### config.mk
export PLATFORM = sky130hd
export DESIGN_NAME = snn_debug_probe
export DESIGN_NICKNAME = d
export VERILOG_FILES = /design/src/rtl/snn_debug_pkg.sv /design/src/rtl/snn_debug_capture_buf.sv /design/src/rtl/snn_debug_probe.sv
export SDC_FILE = /design/constraint.sdc
export NUM_CORES = 1
export LEC_CHECK = 0
export ABC_AREA = 0
export CAP_MARGIN = 30
export CORE_MARGIN = 2
export CORE_UTILIZATION = 29
export DETAILED_ROUTE_END_ITERATION = 12
export MAX_ROUTING_LAYER = met4
export SETUP_SLACK_MARGIN = 0.15
export SLEW_MARGIN = 20
export SYNTH_ARGS = -nofsm -noshare
export SYNTH_HDL_FRONTEND = slang
export SYNTH_SLANG_ARGS = --single-unit
export TNS_END_PERCENT = 100
### constraint.sdc
create_clock -name clk -period 2.3 [get_ports clk]
set_input_delay 0.46 -clock clk [delete_from_list [all_inputs] [get_ports clk]]
set_output_delay 0.46 -clock clk [all_outputs]
set_load 0.02 [all_outputs]
### src/rtl/snn_debug_pkg.sv
// rtl/snn_debug_pkg.sv - shared encodings for the SNN debug probe
package snn_debug_pkg;

  // Debug bus modes held in config[5:4]
  localparam logic [1:0] MODE_LIVE    = 2'd0;
  localparam logic [1:0] MODE_CAPTURE = 2'd1;
  localparam logic [1:0] MODE_READ    = 2'd2;
  localparam logic [1:0] MODE_COUNT   = 2'd3;

  // Config register layout
  localparam int CFG_W        = 8;
  localparam int SEL_LSB      = 0;
  localparam int SEL_W        = 4;
  localparam int MODE_LSB     = 4;
  localparam int MODE_W       = 2;
  localparam int TRIG_IMM_BIT = 6;

  // Capture FSM
  typedef enum logic [1:0] {
    ST_IDLE      = 2'd0,
    ST_ARMED     = 2'd1,
    ST_CAPTURING = 2'd2,
    ST_DONE      = 2'd3
  } cap_state_e;

endpackage

### src/rtl/snn_debug_capture_buf.sv
// rtl/snn_debug_capture_buf.sv - DEPTH x OUT_W capture store with write and read pointers
module snn_debug_capture_buf #(
  parameter int DEPTH = 16,
  parameter int OUT_W = 8
) (
  input  logic             clk,
  input  logic             rst_n,
  input  logic             clear_i,
  input  logic             wr_en_i,
  input  logic [OUT_W-1:0] wr_data_i,
  input  logic             rd_adv_i,
  output logic [OUT_W-1:0] rd_data_o,
  output logic             wr_last_o
);

  localparam int AW = $clog2(DEPTH);

  logic [OUT_W-1:0] mem_q [DEPTH];
  logic [AW-1:0]    wr_ptr_q, wr_ptr_d;
  logic [AW-1:0]    rd_ptr_q, rd_ptr_d;

  // Pointer next-state: clear dominates; both pointers wrap naturally at DEPTH
  always_comb begin
    wr_ptr_d = wr_ptr_q;
    rd_ptr_d = rd_ptr_q;
    if (clear_i) begin
      wr_ptr_d = '0;
      rd_ptr_d = '0;
    end else begin
      if (wr_en_i)  wr_ptr_d = wr_ptr_q + AW'(1);
      if (rd_adv_i) rd_ptr_d = rd_ptr_q + AW'(1);
    end
  end

  // Storage and pointer registers; contents survive a clear
  always_ff @(posedge clk or negedge rst_n) begin
    if (!rst_n) begin
      for (int i = 0; i < DEPTH; i++) mem_q[i] <= '0;
      wr_ptr_q <= '0;
      rd_ptr_q <= '0;
    end else begin
      if (wr_en_i && !clear_i) mem_q[wr_ptr_q] <= wr_data_i;
      wr_ptr_q <= wr_ptr_d;
      rd_ptr_q <= rd_ptr_d;
    end
  end

  assign rd_data_o = mem_q[rd_ptr_q];
  assign wr_last_o = (wr_ptr_q == AW'(DEPTH - 1));

endmodule

### src/rtl/snn_debug_probe.sv
// rtl/snn_debug_probe.sv - debug bus mux, triggered capture, readback and spike counter
module snn_debug_probe
  import snn_debug_pkg::*;
#(
  parameter int N_NEURONS = 10,
  parameter int MP_W      = 6,
  parameter int N_SPIKES  = 8,
  parameter int OUT_W     = 8,
  parameter int DEPTH     = 16
) (
  input  logic                      clk,
  input  logic                      rst_n,
  input  logic                      en,
  input  logic [CFG_W-1:0]          debug_config_in,
  input  logic                      rd_en,
  input  logic [N_NEURONS*MP_W-1:0] membrane_potentials,
  input  logic [N_SPIKES-1:0]       output_spikes_layer1,
  output logic [OUT_W-1:0]          debug_output,
  output logic                      capture_busy,
  output logic                      capture_done
);

  logic [CFG_W-1:0]  cfg_q, cfg_d;
  logic [OUT_W-1:0]  out_q, out_d;
  logic [OUT_W-1:0]  cnt_q, cnt_d;
  cap_state_e        state_q, state_d;

  logic [SEL_W-1:0]  sel;
  logic [MODE_W-1:0] mode;
  logic [MODE_W-1:0] new_mode;
  logic              trig_imm;
  logic              unused_cfg_reserved;

  logic [MP_W-1:0]   mp_sel;
  logic [OUT_W-1:0]  mp_ext;
  logic [OUT_W-1:0]  spk_ext;
  logic [OUT_W-1:0]  chan_val;
  logic              cnt_bit;
  logic              trig;

  logic              buf_clear, buf_wr, buf_adv, buf_wr_last;
  logic [OUT_W-1:0]  buf_rd_data;

  assign sel                 = cfg_q[SEL_LSB +: SEL_W];
  assign mode                = cfg_q[MODE_LSB +: MODE_W];
  assign trig_imm            = cfg_q[TRIG_IMM_BIT];
  assign new_mode            = debug_config_in[MODE_LSB +: MODE_W];
  assign unused_cfg_reserved = cfg_q[CFG_W-1];

  // Pick the selected membrane potential and the counted spike bit
  always_comb begin
    mp_sel  = '0;
    cnt_bit = 1'b0;
    for (int i = 0; i < N_NEURONS; i++)
      if (int'(sel) == i) mp_sel = membrane_potentials[i*MP_W +: MP_W];
    for (int i = 0; i < N_SPIKES; i++)
      if ((int'(sel) % N_SPIKES) == i) cnt_bit = output_spikes_layer1[i];
  end

  // Wide potentials keep their MSBs; narrow ones are zero-extended
  if (MP_W > OUT_W) begin : g_mp_msb
    assign mp_ext = mp_sel[MP_W-1 -: OUT_W];
  end else begin : g_mp_zext
    assign mp_ext = OUT_W'(mp_sel);
  end

  assign spk_ext  = OUT_W'(output_spikes_layer1);
  assign chan_val = (int'(sel) < N_NEURONS) ? mp_ext : spk_ext;
  assign trig     = trig_imm | (|output_spikes_layer1);

  // Capture FSM next state and buffer controls; a config write always restarts
  always_comb begin
    state_d   = state_q;
    buf_clear = 1'b0;
    buf_wr    = 1'b0;
    buf_adv   = 1'b0;
    if (en) begin
      buf_clear = 1'b1;
      if (new_mode == MODE_CAPTURE)
        state_d = ST_ARMED;
      else if (new_mode == MODE_READ && state_q == ST_DONE)
        state_d = ST_DONE;
      else
        state_d = ST_IDLE;
    end else begin
      buf_adv = (mode == MODE_READ) && rd_en;
      case (state_q)
        ST_ARMED: begin
          if (trig) begin
            buf_wr  = 1'b1;
            state_d = ST_CAPTURING;
          end
        end
        ST_CAPTURING: begin
          buf_wr = 1'b1;
          if (buf_wr_last) state_d = ST_DONE;
        end
        default: state_d = state_q;
      endcase
    end
  end

  // Config, saturating counter and debug bus next values
  always_comb begin
    cfg_d = cfg_q;
    cnt_d = cnt_q;
    if (en) begin
      cfg_d = debug_config_in;
      cnt_d = '0;
    end else if (mode == MODE_COUNT && cnt_bit && cnt_q != '1) begin
      cnt_d = cnt_q + OUT_W'(1);
    end
    case (mode)
      MODE_READ:  out_d = buf_rd_data;
      MODE_COUNT: out_d = cnt_q;
      default:    out_d = chan_val;
    endcase
  end

  // State registers
  always_ff @(posedge clk or negedge rst_n) begin
    if (!rst_n) begin
      cfg_q   <= '0;
      cnt_q   <= '0;
      out_q   <= '0;
      state_q <= ST_IDLE;
    end else begin
      cfg_q   <= cfg_d;
      cnt_q   <= cnt_d;
      out_q   <= out_d;
      state_q <= state_d;
    end
  end

  snn_debug_capture_buf #(
    .DEPTH (DEPTH),
    .OUT_W (OUT_W)
  ) u_buf (
    .clk       (clk),
    .rst_n     (rst_n),
    .clear_i   (buf_clear),
    .wr_en_i   (buf_wr),
    .wr_data_i (chan_val),
    .rd_adv_i  (buf_adv),
    .rd_data_o (buf_rd_data),
    .wr_last_o (buf_wr_last)
  );

  assign debug_output = out_q;
  assign capture_busy = (state_q == ST_ARMED) || (state_q == ST_CAPTURING);
  assign capture_done = (state_q == ST_DONE);

endmodule

==> flow_metrics.env, run 1 <==
export IMPL_synth_seq_cells=161
export IMPL_yosys_top_cells_area="dfrtp_1, mux2_2, mux4_2"
export IMPL_required_ps=2610
export IMPL_num_vias=6085
export IMPL_yosysTopAreaCell="dfrtp_1"
export IMPL_yosysWarnings=0
export IMPL_antenna_found_initial=0
export IMPL_gr_total_overflow=0
export IMPL_fin_crit_ps=2210
export IMPL_synth_net_count=743
export IMPL_synth_edff_count=0
export IMPL_cp_start_kind="flip-flop"
export IMPL_netlist_area_um2=8510
export IMPL_status="completed"
export IMPL_fin_nets=908
export IMPL_crit_family="buffers and inverters"
export IMPL_totalWireLength_um=23100
export IMPL_maxSlewHeadroom_pct=65.0
export IMPL_hold_path_depth=1
export IMPL_min_from="u_buf.mem_q[93]"
export IMPL_maxCapViolCount=0
export IMPL_synth_cell_types=59
export IMPL_p_total_w=0.00789
export IMPL_p_leak_nw=5.16
export IMPL_grt_max_degree=47
export IMPL_rrSetupSlack_ps=90
export IMPL_clock_sinks=161
export IMPL_avgSynthCellArea_um2=13.0
export IMPL_pin_count=90
export IMPL_fin_ws_ps=85.9
export IMPL_rows=62
export IMPL_fin_skew_ps=10.9
export IMPL_insertion_delay_ps=430
export IMPL_rr_startpoint="cfg_q[0]"
export IMPL_grt_pass1_vias=6226
export IMPL_setup_tns_ps=0
export IMPL_final_common_cell="dfrtp_1"
export IMPL_powerDensity_nw_per_um2=687
export IMPL_criticalPathCategory="flip-flop to flip-flop"
export IMPL_ys_seq_area_share_pct=47.4
export IMPL_synthFlopType="dfrtp_1"
export IMPL_crit_arrival_ps=2520
export IMPL_timing_final_crit_share_pct=96.3
export IMPL_layout_common_cells="dfrtp_1, mux2_2, clkdlybuf4s50_1, buf_4, nor2_1"
export IMPL_cpPeakStageDelay_ps=470
export IMPL_dr_pass1_iters=5
export IMPL_cts_buffers=17
export IMPL_whs_endpoint="u_buf.mem_q[93]"
export IMPL_path_clk_slew_ps=70
export IMPL_min_path_type="flip-flop to flip-flop"
export IMPL_path_cells="and4b_2, buf_4, buf_4, a221oi_2, buf_4, a32oi_4, clkbuf_16, mux2_2"
export IMPL_ir_worst_vdd_mv=0.399
export IMPL_path_common_cell="buf_4"
export IMPL_reg2reg_depth=8
export IMPL_cp_slowest_cell="dfrtp_2"
export IMPL_rsz0062_at_grt="true"
export IMPL_hold_viol=0
export IMPL_via_per_inst=5.00
export IMPL_dieHeight_um=175
export IMPL_cp_end_kind="flip-flop"
export IMPL_drt_iter0_drc=246
export IMPL_groute_layer_met3_usage_pct=3.33
export IMPL_pre_cts_ws_ps=-365
export IMPL_cts_tree="built"
export IMPL_dp_hpwl_um=16200
export IMPL_r2r_end="u_buf.mem_q[12]"
export IMPL_grt_pass1_wl_um=35000
export IMPL_diodes=0
export IMPL_drive_gt1_share_pct=42.4
export IMPL_port_buffers=88
export IMPL_gp_congestion=0.865
export IMPL_start_util_pct=29.6
export IMPL_synth_top_area_share_pct=47.4
export IMPL_synthCells=654
export IMPL_htreeDepth=4
export IMPL_grt_usage_pct=15.2
export IMPL_crit_fanout=8
export IMPL_slew_viol_final=0
export IMPL_cts_max_path_buffers=2
export IMPL_ys_async_sr_fraction_pct=100
export IMPL_tightestPinTransition_ps=524
export IMPL_avgRoutedWirePerCell_um=19.0
export IMPL_cts_root_buffer="clkbuf_16"
export IMPL_finish_utilization_pct=39.9
export IMPL_die_w_um=175
export IMPL_busiest_layer="met2"
export IMPL_drcViolationCount=0
export IMPL_setup_viol=0
export IMPL_max_freq_ghz=0.452
export IMPL_dieArea_um2=30700
export IMPL_area_growth_pct=35.0
export IMPL_cp_num_buf_inv=4
export IMPL_use_met2_pct=23.8
export IMPL_core_um2=28800
export IMPL_ant_nets=0
export IMPL_met1_usage_pct=19.9
==> power by group <==
| part | internal [W] | total, W | switching [W] | leakage [nW] |
|---|---|---|---|---|
| combinational | 0.000968 | 0.00188 | 0.000913 | 2.67 |
| sequential | 0.00307 | 0.00320 | 0.000135 | 2.19 |
| clock | 0.00163 | 0.00280 | 0.00117 | 0.288 |
| total | 0.00567 | 0.00789 | 0.00222 | 5.16 |
==> how the worst max path moves through the flow <==
stage	from	end	cells past startpoint	slack [ps]
after floorplan	state_q[0]	u_buf.mem_q[100]	8	170
after global placement	output_spikes_layer1[7]	u_buf.mem_q[95]	9	-400
after detailed placement	output_spikes_layer1[4]	u_buf.mem_q[91]	9	-360
after CTS	cfg_q[2]	u_buf.mem_q[45]	5	120
after global routing	cfg_q[0]	u_buf.mem_q[108]	10	10
final	cfg_q[0]	u_buf.mem_q[12]	8	90
==> per-layer routing <==
metal	wire, um	vias to the layer above
li1	-	2793
met1	10700	3099
met2	11000	178
met3	1200	15
met4	242	0
met5	0	-
==> state kept, by name (all words and copies together) (netlist names) <==
name	flops
u_buf.rd_ptr_q	4
u_buf.mem_q	128
cfg_q	7
state_q	2
debug_output	8
u_buf.wr_ptr_q	4
cnt_q	8
==> repair_timing <==
item	in CTS	in global routing
hold endpoints to repair	40	0
hold buffers	1	0
resized for setup	16	42
pin swaps	4	21
setup endpoints to repair	136	134
setup buffers	3	23
gates cloned	0	3
==> cells in the mapped netlist, types with 3 or more instances <==
master,instances
buf_2,9
mux4_2,33
buf_1,3
nand2_1,26
a311o_1,4
buf_6,8
nor3_1,6
inv_1,10
nor2b_1,9
clkbuf_1,20
a31oi_1,5
dfrtp_1,161
xnor2_1,3
a22oi_1,5
a21oi_1,9
a222oi_1,5
o21ai_0,18
nor2_1,41
o21bai_1,4
nand3_1,15
ha_1,9
nand3_2,10
mux2i_1,19
a211o_1,4
mux2_2,136
nand2b_1,5
and3_1,6
a32oi_2,4
a221oi_2,4
a211oi_1,6
nand3b_1,5
xor2_1,8
nand4_1,4
and2_1,5
or3_1,7
==> worst reg2reg max path, stage by stage, from the launching register on <==
cell and delay (ps):
dfrtp_2 470, and4b_2 310, buf_4 150, buf_4 130, a221oi_2 240, buf_4 170, a32oi_4 160, clkbuf_16 210
mux2_2 260
==> area by class of cell <==
class	count	area, um^2
fill	2717	17300
multi-input combinational	443	4420
sequential	161	4030
timing repair buffer	186	1940
tap	384	480
clock buffer	20	447
clock inverter	12	133
inverter	10	37.5
==> metrics by stage <==
stage	area, um^2	hold slack (ps)	std cells
after floorplan	8510	164	654
after global placement	10400	431	1154
after detailed placement	10400	437	1154
after CTS	11100	501	1190
after global routing	11500	508	1216
final	11500	500	1216
==> logic make-up (layout without fill, tap and decap cells) <==
kind of cell    count (synthesis)  count (layout)  synth area share (%)
compound gates                 82              84                  8.07
flops                         161             161                  47.4
xor+xnor                       11              11                  1.13
mux                           189             189                  29.1
simple gates                  150             150                  9.79
buf+inv                        52             228                  3.22
fa+ha+maj                       9               9                  1.32
Note: power is estimated with default switching activity, not from simulation.
==> inputs of run 2 (changes only) <==
Settings changed: CORE_MARGIN 2 to not set.
==> run 2 against run 1 <==
Against the previous run:
- clock power decreased by 7%
- utilization fell by 0.33 points
- wire length shrank 1.3%
- clock skew up 2.0 ps
- sequential power hardly changed
- first-iteration DRC count grew 33%
- final cell count down 1.2%
- combinational power is essentially flat
- worst hold slack improved by 1.1 ps
- total power is 2.6% lower
- die area shrank 2.3%
- global-route usage rose by 0.64 points
==> flow_metrics.env, run 2 (same netlist as run 1, synthesis figures left out) <==
export IMPL_cts_root_buffer="clkbuf_16"
export IMPL_min_path_type="flip-flop to flip-flop"
export IMPL_cts_tree="built"
export IMPL_grt_max_degree=50
export IMPL_dieHeight_um=173
export IMPL_avgRoutedWirePerCell_um=19.0
export IMPL_dr_pass1_iters=5
export IMPL_ir_worst_vdd_mv=0.486
export IMPL_crit_fanout=8
export IMPL_gp_congestion=0.856
export IMPL_tightestPinTransition_ps=737
export IMPL_gr_total_overflow=0
export IMPL_p_int_w=0.00552
export IMPL_timing_final_crit_share_pct=95.3
export IMPL_port_buffers=88
export IMPL_antenna_found_initial=0
export IMPL_via_per_inst=5.00
export IMPL_drcViolationCount=0
export IMPL_rr_startpoint="cfg_q[2]"
export IMPL_layout_common_cells="dfrtp_1, mux2_2, clkdlybuf4s50_1, buf_4, nor2_1"
export IMPL_cp_start_kind="flip-flop"
export IMPL_max_freq_ghz=0.456
export IMPL_maxSlewHeadroom_pct=50.8
export IMPL_rows=62
export IMPL_hold_slack_ps=501
export IMPL_crit_start="cfg_q[2]"
export IMPL_fin_skew_ps=13.0
export IMPL_setup_tns_ps=0
export IMPL_core_um2=28800
export IMPL_diodes=0
export IMPL_cp_end_kind="flip-flop"
export IMPL_ant_nets=0
export IMPL_grt_pass1_wl_um=35600
export IMPL_cts_buffers=17
export IMPL_grt_usage_pct=15.8
export IMPL_htreeDepth=4
export IMPL_setup_viol=0
export IMPL_hold_viol=0
export IMPL_die_w_um=173
export IMPL_slew_viol_final=0
export IMPL_pwr_share_seq_pct=41.6
export IMPL_final_common_cell="dfrtp_1"
export IMPL_insertion_delay_ps=430
export IMPL_p_leak_nw=5.05
export IMPL_regMostFlops="u_buf.mem_q"
export IMPL_dp_hpwl_um=15600
export IMPL_dieArea_um2=30000
export IMPL_status="completed"
export IMPL_fin_crit_ps=2190
export IMPL_min_from="u_buf.mem_q[106]"
export IMPL_finish_utilization_pct=39.6
export IMPL_p_total_w=0.00768
export IMPL_required_ps=2610
export IMPL_path_clk_slew_ps=70
export IMPL_netSwitchingFraction_pct=28.1
export IMPL_drive_gt1_share_pct=41.5
export IMPL_pwr_share_comb_pct=24.5
export IMPL_cts_max_path_buffers=2
export IMPL_clockPowerShare_pct=34.0
export IMPL_criticalPathCategory="flip-flop to flip-flop"
export IMPL_area_growth_pct=33.8
export IMPL_start_util_pct=29.6
export IMPL_p_switching_w=0.00215
export IMPL_maxCapViolCount=0
export IMPL_crit_arrival_ps=2500
export IMPL_rsz0062_at_grt="true"
export IMPL_largest_reg_flops=128
export IMPL_grt_pass1_vias=6174
export IMPL_pin_count=90
export IMPL_place_inst=1150
export IMPL_clock_sinks=161
export IMPL_powerDensity_nw_per_um2=674
export IMPL_totalWireLength_um=22800
export IMPL_num_vias=5999
export IMPL_fin_nets=895
export IMPL_instances_no_fill=1201
export IMPL_drt_iter0_drc=326
export IMPL_fill_cells=2737
-- run 2: cell types whose count changed in the layout (fill, tap and decap cells not counted), sizes merged --
cell           previous run  this run
buf                      97        83
clkinvlp                  0         1
clkdlybuf4s15             1         0
bufinv                    2         1
clkbuf                   21        22
clkinv                    8         7
inv                      12        11
dlygate4sd2               2         3
dlymetal6s2s              3         1
clkdlybuf4s50            81        83
-- run 2: cell type report --
cell class	instances	area [um^2]	area share, %
flip-flops and latches	161	4030	35.4
well taps	384	480	4.22
clock inverters	10	88.8	0.780
inverters	10	37.5	0.330
repair buffers	173	1870	16.4
multi-input cells	443	4430	38.9
clock buffers	20	447	3.92
-- run 2: what timing repair did --
item / in CTS / in global routing
cloned: 2 / 2
endpoints found under the hold margin: 20 / 0
hold buffers: 1 / 0
resized for setup: 26 / 30
pin swaps: 7 / 16
setup buffers: 7 / 9
endpoints found under the setup margin: 137 / 138
-- run 2: per-stage QoR --
stage	setup slack, ps	area (um^2)
6_report	107	11400
5_1_grt	35.2	11400
4_1_cts	111	11100
3_5_place_dp	-427	10400
3_3_place_gp	-427	10400
2_1_floorplan	170	8510
-- run 2: worst paths after layout --
kind | endpoint | slack (ps) | depth (start not counted)
worst max-delay path | u_buf.mem_q[90] | 110 | 8
min in group asynchronous | u_buf.mem_q[94] | 540 | 2
worst max register to register | u_buf.mem_q[90] | 110 | 8
worst min-delay path | u_buf.mem_q[106] | 500 | 1
max in group asynchronous | cnt_q[6] | 1110 | 3
worst min register to register | u_buf.mem_q[106] | 500 | 1
-- run 2: power by group through the flow --
| stage | combinational (W) | sequential [W] | clock, W |
|---|---|---|---|
| 6_report | 0.00188 | 0.00319 | 0.00261 |
| 5_1_grt | 0.00201 | 0.00322 | 0.00279 |
| 4_1_cts | 0.00176 | 0.00320 | 0.00266 |
| 3_5_place_dp | 0.00168 | 0.00325 | 0 |
| 3_3_place_gp | 0.00167 | 0.00324 | 0 |
| 2_1_floorplan | 0.000918 | 0.00325 | 0 |
-- run 2: metal layers --
metal / GRT usage, % / wire length, um / vias to the layer above
li1: - / - / 2761
met3: 3.46 / 919 / 23
met2: 24.6 / 10800 / 144
met1: 20.7 / 10800 / 3071
met4: 4.50 / 351 / 0
met5: - / 0 / -
-- run 2: critical path, stage by stage, from the launching register on --
cell       delay (ps)
dfrtp_2           460
buf_6             150
or2_4             260
buf_4             140
or3_1             290
o21ai_0           150
a32oi_4           150
clkbuf_16         210
mux2_2            260
==> inputs of run 3 (changes only) <==
Settings changed: SLEW_MARGIN 20 to not set.
==> results of run 3 <==
No change in the layout: final DEF, timing and power equal those of run 2.
